### src/rtl/ytydla_conv_cmac_accu_ctrl.sv
// ---------------------------------------------------------------------------
// ytydla_conv_cmac_accu_ctrl
//
// Sequencer for the CMAC accumulation adder tree. It accepts tree operations
// from the CMAC, follows each one through the fixed-latency tree with a
// shift register of issue flags, and sums cfg_atomic_num tree results into
// one output element. Finished elements are queued in a small output FIFO.
// The adder tree cannot stall, so issue is gated by FIFO credits. A credit is
// reserved when a group starts and is released when that group's element is
// pushed. Every group that starts therefore has a FIFO slot waiting for it.
//
// Ports
//   ytydla_core_clk / ytydla_core_rst : clock, synchronous active-high reset
//   cfg_start, cfg_atomic_num,
//   cfg_out_num                       : layer start pulse and layer config
//   cmac2ctrl_valid / ctrl2cmac_ready : tree-operation issue handshake
//   tree2ctrl_sum                     : adder-tree result, TREE_LAT after issue
//   accu2dp_valid / accu2dp_data /
//   dp2accu_ready                     : output element stream
//   ctrl_busy                         : layer in progress
//   ctrl_done                         : one-cycle pulse when a layer ends
//   ctrl_err                          : sticky overflow / bad-config flag
// ---------------------------------------------------------------------------
module ytydla_conv_cmac_accu_ctrl #(
    parameter int DATA_W      = 32,
    parameter int TREE_LAT    = 4,
    parameter int CNT_W       = 8,
    parameter int OUT_CNT_W   = 16,
    parameter int OFIFO_DEPTH = 4
) (
    input  logic                 ytydla_core_clk,
    input  logic                 ytydla_core_rst,
    input  logic                 cfg_start,
    input  logic [CNT_W-1:0]     cfg_atomic_num,
    input  logic [OUT_CNT_W-1:0] cfg_out_num,
    input  logic                 cmac2ctrl_valid,
    output logic                 ctrl2cmac_ready,
    input  logic [DATA_W-1:0]    tree2ctrl_sum,
    output logic                 accu2dp_valid,
    output logic [DATA_W-1:0]    accu2dp_data,
    input  logic                 dp2accu_ready,
    output logic                 ctrl_busy,
    output logic                 ctrl_done,
    output logic                 ctrl_err
);

    localparam int PTR_W = (OFIFO_DEPTH > 1) ? $clog2(OFIFO_DEPTH) : 1;
    localparam int CRD_W = PTR_W + 1;
    localparam logic [CRD_W-1:0] DEPTH_C = CRD_W'(OFIFO_DEPTH);

    typedef enum logic [1:0] {
        ST_IDLE  = 2'd0,
        ST_RUN   = 2'd1,
        ST_DRAIN = 2'd2,
        ST_DONE  = 2'd3
    } state_t;

    // Registered state
    state_t                state_q,    state_d;
    logic [CNT_W-1:0]      atomic_q,   atomic_d;
    logic [OUT_CNT_W-1:0]  out_num_q,  out_num_d;
    logic [CNT_W-1:0]      iss_atom_q, iss_atom_d;  // issues made in the current group
    logic [OUT_CNT_W-1:0]  iss_out_q,  iss_out_d;   // groups fully issued
    logic [CRD_W-1:0]      rsv_q,      rsv_d;       // groups started, not yet pushed
    logic [TREE_LAT-1:0]   pipe_q,     pipe_d;      // issue flags in flight in the tree
    logic [CNT_W-1:0]      ret_cnt_q,  ret_cnt_d;   // returns consumed in current group
    logic [DATA_W-1:0]     acc_q,      acc_d;
    logic [PTR_W-1:0]      wr_ptr_q,   wr_ptr_d;
    logic [PTR_W-1:0]      rd_ptr_q,   rd_ptr_d;
    logic [CRD_W-1:0]      fifo_cnt_q, fifo_cnt_d;
    logic [DATA_W-1:0]     last_q,     last_d;      // last popped element, shown when empty
    logic                  busy_q,     busy_d;
    logic                  done_q,     done_d;
    logic                  err_q,      err_d;

    logic [DATA_W-1:0]     fifo_mem_q [OFIFO_DEPTH];

    // Combinational helpers
    logic                  mid_grp;
    logic                  credit_free;
    logic                  issue_rdy;
    logic                  issue;
    logic                  grp_issued;
    logic                  last_issue;
    logic                  ret;
    logic                  ret_first;
    logic [DATA_W-1:0]     add_res;
    logic                  ovf;
    logic [DATA_W-1:0]     grp_val;
    logic                  push;
    logic                  pop;
    logic                  start_ok;
    logic                  start_bad;
    logic                  start_idle;

    always_comb begin : handshake_logic
        mid_grp     = (iss_atom_q != '0);
        // fifo_cnt + rsv never exceeds the depth, so the sum cannot wrap.
        credit_free = ((fifo_cnt_q + rsv_q) < DEPTH_C);
        // A group already under way owns its credit and may keep issuing.
        issue_rdy   = (state_q == ST_RUN) && (iss_out_q != out_num_q) &&
                      (mid_grp || credit_free);
        issue       = issue_rdy && cmac2ctrl_valid;
        grp_issued  = issue && (iss_atom_q == (atomic_q - CNT_W'(1)));
        last_issue  = grp_issued && (iss_out_q == (out_num_q - OUT_CNT_W'(1)));

        ret         = pipe_q[TREE_LAT-1];
        ret_first   = (ret_cnt_q == '0);
        add_res     = acc_q + tree2ctrl_sum;
        // Signed overflow: both operands have the same sign and the result
        // has the other sign.
        ovf         = ret && !ret_first &&
                      (acc_q[DATA_W-1] == tree2ctrl_sum[DATA_W-1]) &&
                      (add_res[DATA_W-1] != acc_q[DATA_W-1]);
        grp_val     = ret_first ? tree2ctrl_sum : add_res;
        push        = ret && (ret_cnt_q == (atomic_q - CNT_W'(1)));
        pop         = (fifo_cnt_q != '0) && dp2accu_ready;

        start_idle  = cfg_start && (state_q == ST_IDLE);
        start_ok    = start_idle && (cfg_atomic_num != '0) && (cfg_out_num != '0);
        start_bad   = start_idle && !start_ok;
    end

    always_comb begin : next_state
        // NOTE: every variable gets its hold value first, so no branch can
        // leave one unassigned and infer a latch.
        state_d    = state_q;
        atomic_d   = atomic_q;
        out_num_d  = out_num_q;
        iss_atom_d = iss_atom_q;
        iss_out_d  = iss_out_q;
        rsv_d      = rsv_q;
        pipe_d     = (pipe_q << 1) | TREE_LAT'(issue);
        ret_cnt_d  = ret_cnt_q;
        acc_d      = acc_q;
        wr_ptr_d   = wr_ptr_q;
        rd_ptr_d   = rd_ptr_q;
        fifo_cnt_d = fifo_cnt_q;
        last_d     = last_q;
        err_d      = err_q;

        // Issue bookkeeping
        if (start_ok) begin
            atomic_d   = cfg_atomic_num;
            out_num_d  = cfg_out_num;
            iss_atom_d = '0;
            iss_out_d  = '0;
        end else if (issue) begin
            if (grp_issued) begin
                iss_atom_d = '0;
                iss_out_d  = iss_out_q + OUT_CNT_W'(1);
            end else begin
                iss_atom_d = iss_atom_q + CNT_W'(1);
            end
        end

        // The first issue of a group reserves a credit. The push of that
        // group releases it.
        case ({issue && !mid_grp, push})
            2'b10:   rsv_d = rsv_q + CRD_W'(1);
            2'b01:   rsv_d = rsv_q - CRD_W'(1);
            default: rsv_d = rsv_q;
        endcase

        // Accumulation of tree returns
        if (ret) begin
            if (push) begin
                ret_cnt_d = '0;
            end else begin
                ret_cnt_d = ret_cnt_q + CNT_W'(1);
                acc_d     = grp_val;
            end
        end

        // Output FIFO. Pointer wrap relies on a power-of-two depth.
        if (push) begin
            wr_ptr_d = wr_ptr_q + PTR_W'(1);
        end
        if (pop) begin
            rd_ptr_d = rd_ptr_q + PTR_W'(1);
            last_d   = fifo_mem_q[rd_ptr_q];
        end
        case ({push, pop})
            2'b10:   fifo_cnt_d = fifo_cnt_q + CRD_W'(1);
            2'b01:   fifo_cnt_d = fifo_cnt_q - CRD_W'(1);
            default: fifo_cnt_d = fifo_cnt_q;
        endcase

        // Sticky error: cleared only by an accepted start
        if (start_ok) begin
            err_d = 1'b0;
        end
        if (start_bad || ovf) begin
            err_d = 1'b1;
        end

        // Layer FSM
        case (state_q)
            ST_IDLE: begin
                if (start_ok) begin
                    state_d = ST_RUN;
                end
            end
            ST_RUN: begin
                if (last_issue) begin
                    state_d = ST_DRAIN;
                end
            end
            ST_DRAIN: begin
                if ((pipe_q == '0) && (ret_cnt_q == '0) && (fifo_cnt_q == '0)) begin
                    state_d = ST_DONE;
                end
            end
            ST_DONE: begin
                state_d = ST_IDLE;
            end
            default: begin
                state_d = ST_IDLE;
            end
        endcase

        busy_d = (state_d != ST_IDLE);
        done_d = (state_d == ST_DONE) || start_bad;
    end

    always_ff @(posedge ytydla_core_clk) begin
        if (ytydla_core_rst) begin
            // NOTE: sequential state uses non-blocking assignments only, so
            // every flop samples the values from before the edge.
            state_q    <= ST_IDLE;
            atomic_q   <= '0;
            out_num_q  <= '0;
            iss_atom_q <= '0;
            iss_out_q  <= '0;
            rsv_q      <= '0;
            pipe_q     <= '0;
            ret_cnt_q  <= '0;
            acc_q      <= '0;
            wr_ptr_q   <= '0;
            rd_ptr_q   <= '0;
            fifo_cnt_q <= '0;
            last_q     <= '0;
            busy_q     <= 1'b0;
            done_q     <= 1'b0;
            err_q      <= 1'b0;
        end else begin
            state_q    <= state_d;
            atomic_q   <= atomic_d;
            out_num_q  <= out_num_d;
            iss_atom_q <= iss_atom_d;
            iss_out_q  <= iss_out_d;
            rsv_q      <= rsv_d;
            pipe_q     <= pipe_d;
            ret_cnt_q  <= ret_cnt_d;
            acc_q      <= acc_d;
            wr_ptr_q   <= wr_ptr_d;
            rd_ptr_q   <= rd_ptr_d;
            fifo_cnt_q <= fifo_cnt_d;
            last_q     <= last_d;
            busy_q     <= busy_d;
            done_q     <= done_d;
            err_q      <= err_d;
        end
    end

    // NOTE: the FIFO storage has no reset. Reset empties the FIFO through
    // the pointers and count, and an entry is never read before it is written.
    always_ff @(posedge ytydla_core_clk) begin
        if (!ytydla_core_rst && push) begin
            fifo_mem_q[wr_ptr_q] <= grp_val;
        end
    end

    assign ctrl2cmac_ready = issue_rdy;
    assign accu2dp_valid   = (fifo_cnt_q != '0);
    assign accu2dp_data    = (fifo_cnt_q != '0) ? fifo_mem_q[rd_ptr_q] : last_q;
    assign ctrl_busy       = busy_q;
    assign ctrl_done       = done_q;
    assign ctrl_err        = err_q;

endmodule

### config.mk
export PLATFORM = sky130hd
export DESIGN_NAME = ytydla_conv_cmac_accu_ctrl
export DESIGN_NICKNAME = d
export VERILOG_FILES = /design/src/rtl/ytydla_conv_cmac_accu_ctrl.sv
export SDC_FILE = /design/constraint.sdc
export NUM_CORES = 1
export LEC_CHECK = 0
export ABC_AREA = 1
export CAP_MARGIN = 5
export CORE_UTILIZATION = 35
export CTS_CLUSTER_DIAMETER = 80
export DETAILED_ROUTE_END_ITERATION = 7
export GPL_TIMING_DRIVEN = 0
export HOLD_SLACK_MARGIN = 0.05
export SYNTH_ARGS = -nofsm -noshare
export SYNTH_HDL_FRONTEND = slang
export SYNTH_SLANG_ARGS = --single-unit
### constraint.sdc
create_clock -name ytydla_core_clk -period 4.7 [get_ports ytydla_core_clk]
set_input_delay 0.47 -clock ytydla_core_clk [delete_from_list [all_inputs] [get_ports ytydla_core_clk]]
set_output_delay 0.47 -clock ytydla_core_clk [all_outputs]
set_load 0.01 [all_outputs]
==> results of run 1 <==
critical path: cells and delay by family (launching register included):
| kind | cells | cell delay [ps] |
|---|---|---|
| buffers and inverters | 5 | 1630 |
| AND/OR/NAND/NOR | 1 | 80 |
| AO/OA/AOI/OAI | 2 | 540 |
| flip-flops | 1 | 310 |
worst max path at each step:
stage,slack (ps),end,cells after the start
3_3_place_gp,-480,fifo_mem_q[3][4],5
5_1_grt,850,accu2dp_data[16],8
3_5_place_dp,1090,fifo_mem_q[1][8],6
6_report,1070,accu2dp_data[22],8
4_1_cts,1010,accu2dp_data[16],8
2_1_floorplan,1280,fifo_mem_q[0][0],13
flip-flops by register name, indices dropped and copies added, names as in the netlist, 2 cells and up, named ones only:
name,flops
fifo_cnt_q,3
out_num_q,16
atomic_q,8
last_q,32
iss_out_q,16
rsv_q,3
state_q,2
iss_atom_q,8
fifo_mem_q,128
acc_q,32
rd_ptr_q,2
ret_cnt_q,8
wr_ptr_q,2
pipe_q,4
per-layer routing:
layer	track usage [%]	vias to the layer above
met5	0	-
met4	5.81	0
met3	1.85	55
met2	31.2	333
met1	27.6	5876
li1	-	6298
final cells by class:
type | count | area [µm²]
Buffer | 70 | 342
Clock buffer | 40 | 818
Clock inverter | 15 | 312
Fill cell | 3989 | 22800
Inverter | 190 | 716
Multi-Input combinational cell | 1269 | 6630
Sequential cell | 269 | 6670
Tap cell | 525 | 657
Timing Repair Buffer | 101 | 1060
placed cells by master, fill, tap and decap left out, types with 45 or more instances in the layout:
| cell type | n |
|---|---|
| ha_1 | 45 |
| o21ai_0 | 207 |
| a21oi_1 | 134 |
| edfxtp_1 | 128 |
| clkdlybuf4s50_1 | 97 |
| nor2_1 | 218 |
| nand3_1 | 82 |
| dfxtp_1 | 141 |
| nand2_1 | 329 |
| clkbuf_1 | 51 |
| inv_1 | 179 |
cells by family (layout without fill, tap and decap cells):
logic type	after synthesis	after routing	synth area share, %
AND/OR/NAND/NOR	735	735	22.3
AO/OA/AOI/OAI	431	431	16.0
flip-flops	269	269	46.6
buffers and inverters	260	416	7.38
XOR/XNOR	55	55	3.36
adder cells (fa/ha/maj)	48	48	4.35
per-stage QoR:
step | setup TNS (ps) | cell area, µm² | util [%]
detailed placement | 0 | 16100 | 40.2
global route | 0 | 17200 | 43.0
finish | 0 | 17200 | 43.0
CTS | 0 | 17200 | 43.0
global placement | -53630 | 15900 | 39.9
floorplan | 0 | 14300 | -
where the power goes:
part / internal, mW / switching [mW]
Sequential: 2.48 / 0.0254
Combinational: 0.182 / 0.320
Clock: 1.67 / 0.994
==> results.yml, run 1 <==
timing:
  fin_crit_sh_pct: 77.2
  fmax_ghz: 0.276
  drv_slew: 0
  tightest_slew_ps: 1280
  clock_skew_ps: 53.7
  hold_slack_ps: 423
  grt_setup_unrepaired: "no"
  slew_headroom_pct: 14.2
  finalSetupViolations: 0
  min_period_ps: 3630
  hold_viol: 0
  fin_ws_ps: 1070
yosys:
  synth_fp_nets: 1907
  synth_seq_cells: 269
  yosysWarnings: 0
  ys_seq_area_share_pct: 46.6
  yosysTopAreaCell: "edfxtp_1"
  avgSynthCellArea_um2: 7.96
  synth.cell_area_mm2: 0.0143
  synth_common_cells: "nand2_1, nor2_1, o21ai_0"
  synth_top_area_share_pct: 26.8
  yosys-top-cells-area: "edfxtp_1, dfxtp_1, nand2_1"
  yosys_most_used_dff: "dfxtp_1"
  ys_types: 51
  syn_inst: 1798
  async_reset_ff_share_pct: 0
  synth_edf_count: 128
  yosysMostFrequentCell: "nand2_1"
setup_path:
  critPathKind: "flip-flop to primary output"
  endpoint_kind: "primary output"
  reg2reg_depth: 14
  critPathMaxStageDelay_ps: 560
  cp-start-kind: "flip-flop"
  rrSetupSlack_ps: 1550
  r2r_end: "fifo_mem_q[1][18]"
  critPathMostFrequentCell: "clkbuf_1"
  crit_path_max_fanout: 10
  slowest_stage: "clkdlybuf4s50_1"
  critical_path_required_ps: 4230
  r2r-start: "atomic_q[0]"
  crit_chain: "clkbuf_1 > clkinv_1 > clkbuf_1 > nor2_1 > o22ai_1 > inv_1 > o21ai_0 > clkdlybuf4s50_1"
  arrival_ps: 3160
power:
  power_mw: 5.67
  total_leakage_power_nw: 6.78
  irDropWorstVdd_mv: 0.353
  p_per_area_mw_per_mm2: 330
place:
  place_hpwl_um: 30800
  place_ws_ps: 1090
  io_buffers: 97
  place.gp.congestion: 0.907
  dpl.cell_count: 2424
global_route:
  grt_max_degree: 23
  grt_pass1_wl_um: 63800
  antenna_found_initial: 0
  track_usage_pct: 19.5
  grt_pass1_vias: 11900
  grt-ovfl-total: 0
route:
  wl_met2_um: 18400
  firstDrtPassIters: 5
  drt-vias-per-instance: 5.07
  wl_met1_um: 19300
  drc: 0
  wl_per_cell_um: 16.4
  dr_wl_met3_um: 2090
  drt-total-wl_um: 40700
  vias: 12600
  topRoutingLayerUsed: "met4"
  ant_nets: 0
  drt_iter0_markers: 1045
flow_run:
  max_cap_viol_count: 0
run_status:
  status: "finished clean"
die:
  coreArea_mm2: 0.0400
  die_h_um: 204
  initial_core_util_pct: 35.8
  die_area_mm2: 0.0417
  io_pins: 98
  die_width_um: 204
  fp-row-count: 73
clocking:
  numClockSinks: 269
  cts_resized: 0
  cts.path.max_buffers: 3
  h-tree-depth: 1
  clkTransAtPathRegs_ps: 60
  cts_root_buf: "clkbuf_16"
  ctsHoldBuffers: 0
  tritoncts: "built"
  clock_latency_ps: 600
  numCtsBuffers: 30
  post-cts-setup-buffers: 0
worst_hold_path:
  hold_class: "flip-flop to flip-flop"
  worstHoldEndpoint: "pipe_q[3]"
  hold_depth: 2
  hp-start: "pipe_q[2]"
finish:
  final_nets: 2040
  drive_gt1_share_pct: 7.11
  layout.cells.non_filler: 2479
  area_delta_synth_final_pct: 20.1
  diodes: 0
(Power assumes the default switching activity.)
==> run 2, diff against run 1 <==
==> constraint.sdc (replaced) <==
create_clock -name ytydla_core_clk -period 2.9 [get_ports ytydla_core_clk]
set_input_delay 0.29 -clock ytydla_core_clk [delete_from_list [all_inputs] [get_ports ytydla_core_clk]]
set_output_delay 0.29 -clock ytydla_core_clk [all_outputs]
set_load 0.01 [all_outputs]
==> results.yml, run 2 (same netlist as run 1, synthesis figures left out) <==
finish:
  top_regs: "fifo_mem_q: 128 flops, acc_q: 32 flops, last_q: 32 flops"
  final_nets: 2049
  final_common_cell: "nand2_1"
  final_core_util_pct: 43.9
  drive_gt1_share_pct: 9.98
  stdcell_area_mm2: 0.0175
  area_delta_synth_final_pct: 22.5
  largest_reg_flops: 128
  regMostFlops: "fifo_mem_q"
  final_cell_mix: "nand2_1, nor2_1, o21ai_0, inv_1, dfxtp_1"
timing:
  finalSetupViolations: 0
  slew_headroom_pct: 11.1
  min_period_ps: 2790
  drv_slew: 0
  fmax_ghz: 0.359
  hold_viol: 0
  clock_skew_ps: 54.3
  grt_setup_unrepaired: "yes"
  fin_ws_ps: 112
  tightest_slew_ps: 1320
  fin_crit_sh_pct: 96.1
setup_path:
  critical_path_required_ps: 2610
  critPathKind: "flip-flop to primary output"
  rrSetupSlack_ps: 150
  crit_path_max_fanout: 10
  crit_start: "fifo_cnt_q[2]"
  reg2reg_depth: 18
  r2r_end: "rsv_q[2]"
  endpoint_kind: "primary output"
  r2r-start: "atomic_q[0]"
  cp-start-kind: "flip-flop"
  endpoint: "accu2dp_data[3]"
  arrival_ps: 2500
route:
  drc: 0
  vias: 12600
  drt_iter0_markers: 1023
  drt-total-wl_um: 40800
  firstDrtPassIters: 5
  drt-vias-per-instance: 5.05
  wl_per_cell_um: 16.4
  ant_nets: 0
clocking:
  cts.path.max_buffers: 3
  numCtsBuffers: 30
  clkTransAtPathRegs_ps: 60
  cts_root_buf: "clkbuf_16"
  numClockSinks: 269
  tritoncts: "built"
  h-tree-depth: 1
  clock_latency_ps: 600
place:
  io_buffers: 97
  place_ws_ps: -526
  place_hpwl_um: 30800
  placed_area_mm2: 0.0161
  place.gp.congestion: 0.907
power:
  p_per_area_mw_per_mm2: 524
  total_leakage_power_nw: 7.27
  irDropWorstVdd_mv: 0.552
die:
  fp-row-count: 73
  io_pins: 98
  die_width_um: 204
  die_area_mm2: 0.0417
  coreArea_mm2: 0.0400
  initial_core_util_pct: 35.8
  die_h_um: 204
global_route:
  grt_pass1_wl_um: 64100
  grt-ovfl-total: 0
  grt_max_degree: 23
  track_usage_pct: 19.6
  grt_pass1_vias: 12000
  antenna_found_initial: 1
flow_run:
  max_cap_viol_count: 0
worst_hold_path:
  hp-start: "cfg_out_num[5]"
  hold_class: "input port to flip-flop"
run_status:
  status: "finished clean"
[run 2: final cells by class]
cell class              instances  area (µm²)
clock inverters                15         312
clock buffers                  40         818
repair buffers                111        1180
well taps                     525         657
diodes                          1        2.50
plain buffers                  69         432
fillers                      3965       22500
inverters                     190         729
flip-flops and latches        269        6670
multi-input cells            1269        6740
[run 2: timing repair]
item                                    CTS  global route
gates resized for setup                  63            50
setup buffers                             6             4
hold buffers                              0             0
pin swaps                                 8            11
endpoints found under the setup margin  157            33
[run 2: layer usage]
metal | track usage (%) | up-vias | wire, µm
met5 | 0 | - | 0
li1 | - | 6326 | -
met3 | 1.98 | 53 | 2050
met2 | 31.6 | 282 | 18600
met4 | 5.52 | 0 | 871
met1 | 27.6 | 5917 | 19200
[run 2: worst min path at each step]
| stage | depth (start not counted) | end | slack, ps |
|---|---|---|---|
| 2_1_floorplan | 1 | state_q[1] | 360 |
| 5_1_grt | 3 | out_num_q[2] | 440 |
| 4_1_cts | 3 | out_num_q[5] | 400 |
| 3_5_place_dp | 2 | pipe_q[3] | 420 |
| 3_3_place_gp | 2 | pipe_q[2] | 410 |
| 6_report | 3 | out_num_q[5] | 420 |
[run 2: where the power goes]
group	internal (mW)	leakage (nW)	switching (mW)
Clock	2.70	0.548	1.60
Sequential	4.02	2.29	0.0424
Combinational	0.311	4.42	0.523
[run 2: worst max-delay path: stages, from the launching register on]
cell             delay [ps]
dfxtp_1                 360
nor3_4                  340
clkbuf_4                260
buf_2                   220
nand2_1                  70
o21ai_1                 120
clkdlybuf4s50_1         570
[run 2: stage by stage]
step / cells / TNS [ps] / power (mW) / hold WS [ps]
after floorplan: 1798 / -66280 / 4.65 / 357
after global placement: 2420 / -274830 / 4.94 / 411
after detailed placement: 2424 / -63590 / 4.95 / 419
after CTS: 2485 / -56.0 / 9.26 / 400
after global routing: 2488 / -25.7 / 9.53 / 444
final: 2489 / 0 / 9.20 / 424
